<file path="config.mk">
export PLATFORM = sky130hd
export DESIGN_NAME = risc_sequencer
export DESIGN_NICKNAME = d
export VERILOG_FILES = /design/src/rtl/risc_sequencer.sv
export SDC_FILE = /design/constraint.sdc
export NUM_CORES = 1
export LEC_CHECK = 0
export CAP_MARGIN = 5
export CORE_MARGIN = 2
export CORE_UTILIZATION = 45
export CTS_BUF_LIST = sky130_fd_sc_hd__clkbuf_8
export DETAILED_ROUTE_END_ITERATION = 6
export PLACE_DENSITY_LB_ADDON = 0.1
export SYNTH_ARGS = -nofsm -noshare
export SYNTH_HDL_FRONTEND = slang
export SYNTH_SLANG_ARGS = --single-unit
</file>
<file path="constraint.sdc">
create_clock -name clk -period 2.9 [get_ports clk]
set_input_delay 0.58 -clock clk [delete_from_list [all_inputs] [get_ports clk]]
set_output_delay 0.58 -clock clk [all_outputs]
set_load 0.01 [all_outputs]
</file>
<file path="src/rtl/risc_sequencer.sv">
// risc_sequencer: multi-cycle fetch/decode/execute controller for the simple
// RISC CPU. All strobes are Moore outputs of the state. The only exception is
// the branch-taken decision, which also looks at Z/N/V.
// Build option: define RISC_SEQ_BRANCH_EN to add conditional branches
// (opcode 001). Without it, opcode 001 halts and pc_sel stays 0.
module risc_sequencer #(
  parameter int ST_W = 5
) (
  input  logic       clk,
  input  logic       rst_n,
  input  logic       start,
  input  logic [2:0] opcode,
  input  logic [1:0] ALU_op,
  input  logic [2:0] cond,
  input  logic       Z,
  input  logic       N,
  input  logic       V,
  output logic       waiting,
  output logic       halted,
  output logic [1:0] reg_sel,
  output logic [1:0] wb_sel,
  output logic       w_en,
  output logic       en_A,
  output logic       en_B,
  output logic       en_C,
  output logic       en_status,
  output logic       sel_A,
  output logic       sel_B,
  output logic       clear_pc,
  output logic       load_pc,
  output logic       pc_sel,
  output logic       load_ir,
  output logic       load_addr,
  output logic       sel_addr,
  output logic       ram_w_en
);

  typedef enum logic [ST_W-1:0] {
    S_RST, S_WAIT, S_IF1, S_IF2, S_UPC, S_DEC, S_WBI, S_GA, S_GB, S_GBD,
    S_EX, S_EXZ, S_EXZ2, S_CMP, S_WB, S_ADR, S_LDA, S_MR1, S_MR2, S_MW,
    S_HLT, S_BR
  } state_t;

  state_t state, state_nx;

`ifdef RISC_SEQ_BRANCH_EN
  logic br_taken;

  // Branch condition decode from the status flags.
  always_comb begin
    br_taken = 1'b0;
    case (cond)
      3'b000:  br_taken = 1'b1;
      3'b001:  br_taken = Z;
      3'b010:  br_taken = ~Z;
      3'b011:  br_taken = N ^ V;
      3'b100:  br_taken = (N ^ V) | Z;
      default: br_taken = 1'b0;
    endcase
  end
`else
  logic unused_flags;
  assign unused_flags = ^{Z, N, V, cond};
`endif

  // State register. Reset is synchronous and active high.
  always_ff @(posedge clk) begin
    if (rst_n) state <= S_RST;
    else       state <= state_nx;
  end

  // Next-state logic and Moore strobes.
  // Shared states (GA, GB, LDA) choose their successor from the decoder fields.
  // Those fields come from the IR and stay stable for the whole instruction.
  always_comb begin
    state_nx  = state;
    waiting   = 1'b0;
    halted    = 1'b0;
    reg_sel   = 2'b00;
    wb_sel    = 2'b00;
    w_en      = 1'b0;
    en_A      = 1'b0;
    en_B      = 1'b0;
    en_C      = 1'b0;
    en_status = 1'b0;
    sel_A     = 1'b0;
    sel_B     = 1'b0;
    clear_pc  = 1'b0;
    load_pc   = 1'b0;
    pc_sel    = 1'b0;
    load_ir   = 1'b0;
    load_addr = 1'b0;
    sel_addr  = 1'b0;
    ram_w_en  = 1'b0;
    case (state)
      S_RST: begin
        clear_pc = 1'b1;
        load_pc  = 1'b1;
        state_nx = S_WAIT;
      end
      S_WAIT: begin
        waiting = 1'b1;
        if (start) state_nx = S_IF1;
      end
      S_IF1: begin
        sel_addr = 1'b1;
        state_nx = S_IF2;
      end
      S_IF2: begin
        sel_addr = 1'b1;
        load_ir  = 1'b1;
        state_nx = S_UPC;
      end
      S_UPC: begin
        load_pc  = 1'b1;
        state_nx = S_DEC;
      end
      S_DEC: begin
        case (opcode)
          3'b110: begin
            if (ALU_op == 2'b10)      state_nx = S_WBI;
            else if (ALU_op == 2'b00) state_nx = S_GB;
            else                      state_nx = S_HLT;
          end
          3'b101:  state_nx = (ALU_op == 2'b11) ? S_GB : S_GA;
          3'b011:  state_nx = S_GA;
          3'b100:  state_nx = S_GA;
`ifdef RISC_SEQ_BRANCH_EN
          3'b001:  state_nx = S_BR;
`endif
          default: state_nx = S_HLT;
        endcase
      end
      S_WBI: begin
        reg_sel  = 2'b10;
        wb_sel   = 2'b10;
        w_en     = 1'b1;
        state_nx = S_IF1;
      end
      S_GA: begin
        reg_sel  = 2'b10;
        en_A     = 1'b1;
        state_nx = (opcode == 3'b101) ? S_GB : S_ADR;
      end
      S_GB: begin
        reg_sel = 2'b00;
        en_B    = 1'b1;
        if (opcode == 3'b101 && ALU_op == 2'b01)      state_nx = S_CMP;
        else if (opcode == 3'b101 && ALU_op != 2'b11) state_nx = S_EX;
        else                                          state_nx = S_EXZ;
      end
      S_GBD: begin
        reg_sel  = 2'b01;
        en_B     = 1'b1;
        state_nx = S_EXZ2;
      end
      S_EX: begin
        en_C     = 1'b1;
        state_nx = S_WB;
      end
      S_EXZ: begin
        sel_A    = 1'b1;
        en_C     = 1'b1;
        state_nx = S_WB;
      end
      S_EXZ2: begin
        sel_A    = 1'b1;
        en_C     = 1'b1;
        state_nx = S_MW;
      end
      S_CMP: begin
        en_status = 1'b1;
        state_nx  = S_IF1;
      end
      S_WB: begin
        reg_sel  = 2'b01;
        wb_sel   = 2'b00;
        w_en     = 1'b1;
        state_nx = S_IF1;
      end
      S_ADR: begin
        sel_B    = 1'b1;
        en_C     = 1'b1;
        state_nx = S_LDA;
      end
      S_LDA: begin
        load_addr = 1'b1;
        state_nx  = (opcode == 3'b011) ? S_MR1 : S_GBD;
      end
      S_MR1: begin
        state_nx = S_MR2;
      end
      S_MR2: begin
        reg_sel  = 2'b01;
        wb_sel   = 2'b11;
        w_en     = 1'b1;
        state_nx = S_IF1;
      end
      S_MW: begin
        ram_w_en = 1'b1;
        state_nx = S_IF1;
      end
      S_HLT: begin
        halted = 1'b1;
        if (start) state_nx = S_RST;
      end
`ifdef RISC_SEQ_BRANCH_EN
      S_BR: begin
        load_pc  = br_taken;
        pc_sel   = br_taken;
        state_nx = S_IF1;
      end
`endif
      default: state_nx = S_RST;
    endcase
  end

endmodule

</file>
Yosys cells after proc, flatten, opt, wreduce, memory -nomap -nowiden
Index checks and enable logic that the tools add are counted.

Register bits after elaboration: 5. Logic and storage cells: 75.

Reductions and logical operators: 16. Muxes and demuxes: 28. Equality and inequality tests: 30.

Operator list (number): case mux 5 bit (16 select lines) (1); equality test 5 x 4 -> 1 bit (second input constant) (8); equality test 5 bit (second input constant) (5); two-way mux 5 bit (5); equality test 5 x 3 -> 1 bit (second input constant) (4); two-way mux 1 bit (16); case mux 5 bit (3 select lines) (1); OR reduction 2 bit (7); equality test 5 x 2 -> 1 bit (second input constant) (2); equality test 3 bit (second input constant) (3); case mux 2 bit (2 select lines) (2); two-way mux 3 bit (2); inequality test 2 bit (second input constant) (3); OR reduction 3 bit (2); equality test 5 x 1 -> 1 bit (second input constant) (1); logical NOT 5 bit (1); OR reduction 5 bit (1); equality test 2 bit (second input constant) (2); two-way mux 4 bit (1); OR reduction 4 bit (1); equality test 3 x 2 -> 1 bit (second input constant) (1); equality test 2 x 1 -> 1 bit (second input constant) (1); logical AND 1 bit (2); logical NOT 2 bit (1); AND reduction 2 bit (1).

Depth between registers and ports, before layout
Gate-level depths: netlist of run 1.

Depth after elaboration: 5. Depth in mapped cells: 7. Depth with buffers taken out: 5.

Least setup slack after synthesis of run 1
No wires, ideal clock.

Path type: flip-flop to output port. Start: reg state[2]. End: out sel_A. Cell stages (with the launch flop): 5. Path slack: 1.193 ns. Data arrival time: 1.127 ns. Path buffers: 2. Required time: 2.320 ns. Cells stage by stage: dfxtp_1 -> buf_2 -> buf_1 -> nand2_1 -> a21oi_1.

Word-level cells in the longest chain between the ends: 3. Elaborated cells on any way between the ends: 4.

Ends and longest elaborated chain: from (decl) (RTL line 44) `state_t state, state_nx;`; from (signal assigned) (RTL line 69) `else state <= state_nx;`; equality test 5 x 4 -> 1 bit (RTL line 95) `case (state)`; OR reduction 2 bit (no source line) (*); two-way mux 1 bit (*) (RTL line 95); to (decl) (RTL line 27) `output logic sel_A,`.

Mark *: on every way between the ends. The rest lies on a longest branch, timed or not.

Worst setup path after layout of run 1
Start: reg state[4]. End: out reg_sel[0].

Word-level cells in the longest chain between the ends: 3. Elaborated cells on any way between the ends: 8.

Ends and longest elaborated chain: equality test 5 bit (tied with other cells) (RTL line 95); OR reduction 3 bit (no source line) or OR reduction 2 bit (tied branches); case mux 2 bit (2 select lines) (*) (RTL line 95); to (decl) (RTL line 20) `output logic [1:0] reg_sel,`.

Marked as above.

==> flow_metrics.tcl, run 1 <==
set metrics [dict create \
    status "complete, no violations" \
    grt_pass1_vias 751 \
    cp_data_required_time_ns 2.32 \
    vias_per_cell 6.03 \
    grt_antenna_before_repair 0 \
    vias 917 \
    dr_wl_met3_um 116 \
    cts_tree "built" \
    grt_max_degree 21 \
    worst_slew_pin_slew_ns 0.615 \
    clk_path_buf_depth 2 \
    setup_violations 0 \
    highest_layer "met4" \
    clk_latency_ns 0.21 \
    worst_setup_path_end_kind "primary output" \
    hold_violations 0 \
    placed_cells 148 \
    cts_buffers 3 \
    met1_length_um 910 \
    die_y_um 43.8 \
    drc_errors 0 \
    largest_reg_flops 5 \
    ys.flop_type "dfxtp_1" \
    crit_end "reg_sel[0]" \
    synthArstFlopShare 0 \
    route.met2.wl_um 937 \
    num_rows 14 \
    r2r-start "state[1]" \
    utilization 0.671 \
    reg2reg_to "state[3]" \
    stdcell_count 152 \
    fin_nets 151 \
    postCtsSetupRepairBufs 0 \
    ys_seq_area_frac 0.140 \
    fin_setup_tns_ns 0 \
    place_congestion 0.939 \
    yosys.cell_types.count 42 \
    max_freq_mhz 386 \
    crit_type "reg2out" \
    power.leakage_nw 0.344 \
    crit_fanout 14 \
    start_util 0.480 \
    syn-instance-count 114 \
    fillCellCount 140 \
    cts_root_buffer "clkbuf_8" \
    power_uw 429 \
    synth-seq-cells 5 \
    min_period_ns 2.59 \
    wl_per_cell_um 13.0 \
    drv_slew 0 \
    fin_skew_ns 0.0000865 \
    drt_iter0_drc 29 \
    coreArea_um2 1490 \
    synth_top_area_frac 0.140 \
    ant_nets 0 \
    ff2ff_setup_slack_ns 1.21 \
    hold_class "reg2reg" \
    grt_pass1_wl_mm 3.31 \
    chipWidth_um 43.8 \
    postSynthAreaPerCell_um2 6.27 \
    maxCapViolCount 0 \
    synth.area.top_cells "dfxtp_1 (14%), nor2_1 (10%), a21oi_1 (9.1%)" \
    grt_remaining_overflow 0 \
    critical_path_arrival_ns 2.01 \
    reg_top3 "state: 5 flops" \
    grt_util_all_layers 0.220 \
    r2r_cells 5 \
    synth-edff-count 0 \
    hold_buffers 0 \
    cp-startpoint "state[4]" \
    diodes 0 \
    finalCritPeriodShare 0.893 \
    ir_worst_vdd_mv 0.560 \
    numPortBuffers 26 \
    dieArea_um2 1920 \
    power_density_nw_per_um2 429 \
    rsz0062_at_grt "false" \
    min-delay-start "state[3]" \
    ctsResizeCount 0 \
    syn-num-nets 128 \
    ios 34 \
    dp_hpwl_mm 1.51 \
    htree_num_levels 1 \
    synth_area_leader_cell "dfxtp_1" \
    dr.pass1.iters 5 \
    area_growth_pct 39.9 \
    routed_wl_mm 1.98 \
    final_layout_size_suffix_gt1_frac 0.0515 \
    slew_headroom 0.590 \
    regMostFlops "state" \
    clkSlewWorstSetupHoldPaths_ns 0.03 \
    syn-cell-area_um2 714 \
    startpoint_type "register" \
    synth_warnings 0 \
    cts_sinks 5 \
]
where the power goes:
part / leakage (nW) / switching [mW] / total [mW] / internal [mW]
Combinational: 0.276 / 0.102 / 0.199 / 0.0974
Sequential: 0.0409 / 0.0316 / 0.109 / 0.0775
Clock: 0.0269 / 0.0302 / 0.121 / 0.0904
Total: 0.344 / 0.164 / 0.429 / 0.265
layer usage:
metal  up-vias  global-route usage
li1        461                   -
met1       415               0.318
met2        39               0.353
met3         2              0.0125
met4         0              0.0545
met5         -                   0
layout make-up:
cell class | instances | area [um^2] | share of cell area
Tap cell | 16 | 20.0 | 0.0200
Sequential cell | 5 | 100 | 0.100
Timing Repair Buffer | 27 | 268 | 0.268
Clock inverter | 1 | 3.75 | 0.00375
Inverter | 2 | 7.51 | 0.00751
Multi-Input combinational cell | 98 | 559 | 0.559
Clock buffer | 3 | 41.3 | 0.0413
worst min path at each step:
stage                     to  cells after the start
floorplan           state[1]                      1
global placement    state[0]                      2
detailed placement  state[0]                      2
CTS                 state[0]                      2
global route        state[0]                      2
finish              state[0]                      2
synthesized netlist by cell type (2+ instances only):
library cell / count
a31oi_1: 3
nor2_1: 19
a21oi_1: 13
o21ai_0: 4
buf_4: 2
nand3_1: 2
and3_1: 2
inv_1: 2
nor3_1: 4
o22ai_1: 2
nand2b_1: 6
buf_2: 5
nor2b_1: 3
dfxtp_1: 5
nand2_1: 14
o31ai_1: 2
layout by cell type, fill, tap and decap left out, types with 3 or more instances in the layout:
| cell | n |
|---|---|
| nand2b_1 | 6 |
| clkdlybuf4s50_1 | 26 |
| nand2_1 | 14 |
| nor3_1 | 4 |
| nor2b_1 | 3 |
| dfxtp_1 | 5 |
| nor2_1 | 19 |
| o21ai_0 | 4 |
| clkbuf_8 | 3 |
| inv_1 | 3 |
| a31oi_1 | 3 |
| a21oi_1 | 13 |
worst max-delay path, stage by stage, from the launching register on:
cell             delay (ns)
dfxtp_1                0.59
nand2b_1               0.21
nand2b_1               0.26
o22ai_1                0.19
clkdlybuf4s50_1        0.55
per-stage QoR:
stage | hold slack, ns | setup slack, ns | instance area [um^2]
detailed placement | 0.791 | 0.562 | 955
global route | 0.872 | 0.133 | 1000
floorplan | 0.645 | 1.19 | 714
CTS | 0.800 | 0.328 | 1000
finish | 0.812 | 0.311 | 1000
global placement | 0.792 | 0.581 | 955
kinds of logic after synthesis:
kind of cell / Yosys count / share of synthesized area
AO/OA/AOI/OAI: 36 / 0.336
XOR/XNOR: 2 / 0.0245
buffers and inverters: 11 / 0.0770
flip-flops: 5 / 0.140
other: 1 / 0.00525
AND/OR/NAND/NOR: 59 / 0.417
No activity file was read; power rests on OpenSTA's default activity.
==> run 2: changes to the inputs <==
Settings changed: SLEW_MARGIN from default to 10.
==> results of run 2 <==
No change in the layout: final DEF, timing and power equal those of run 1.
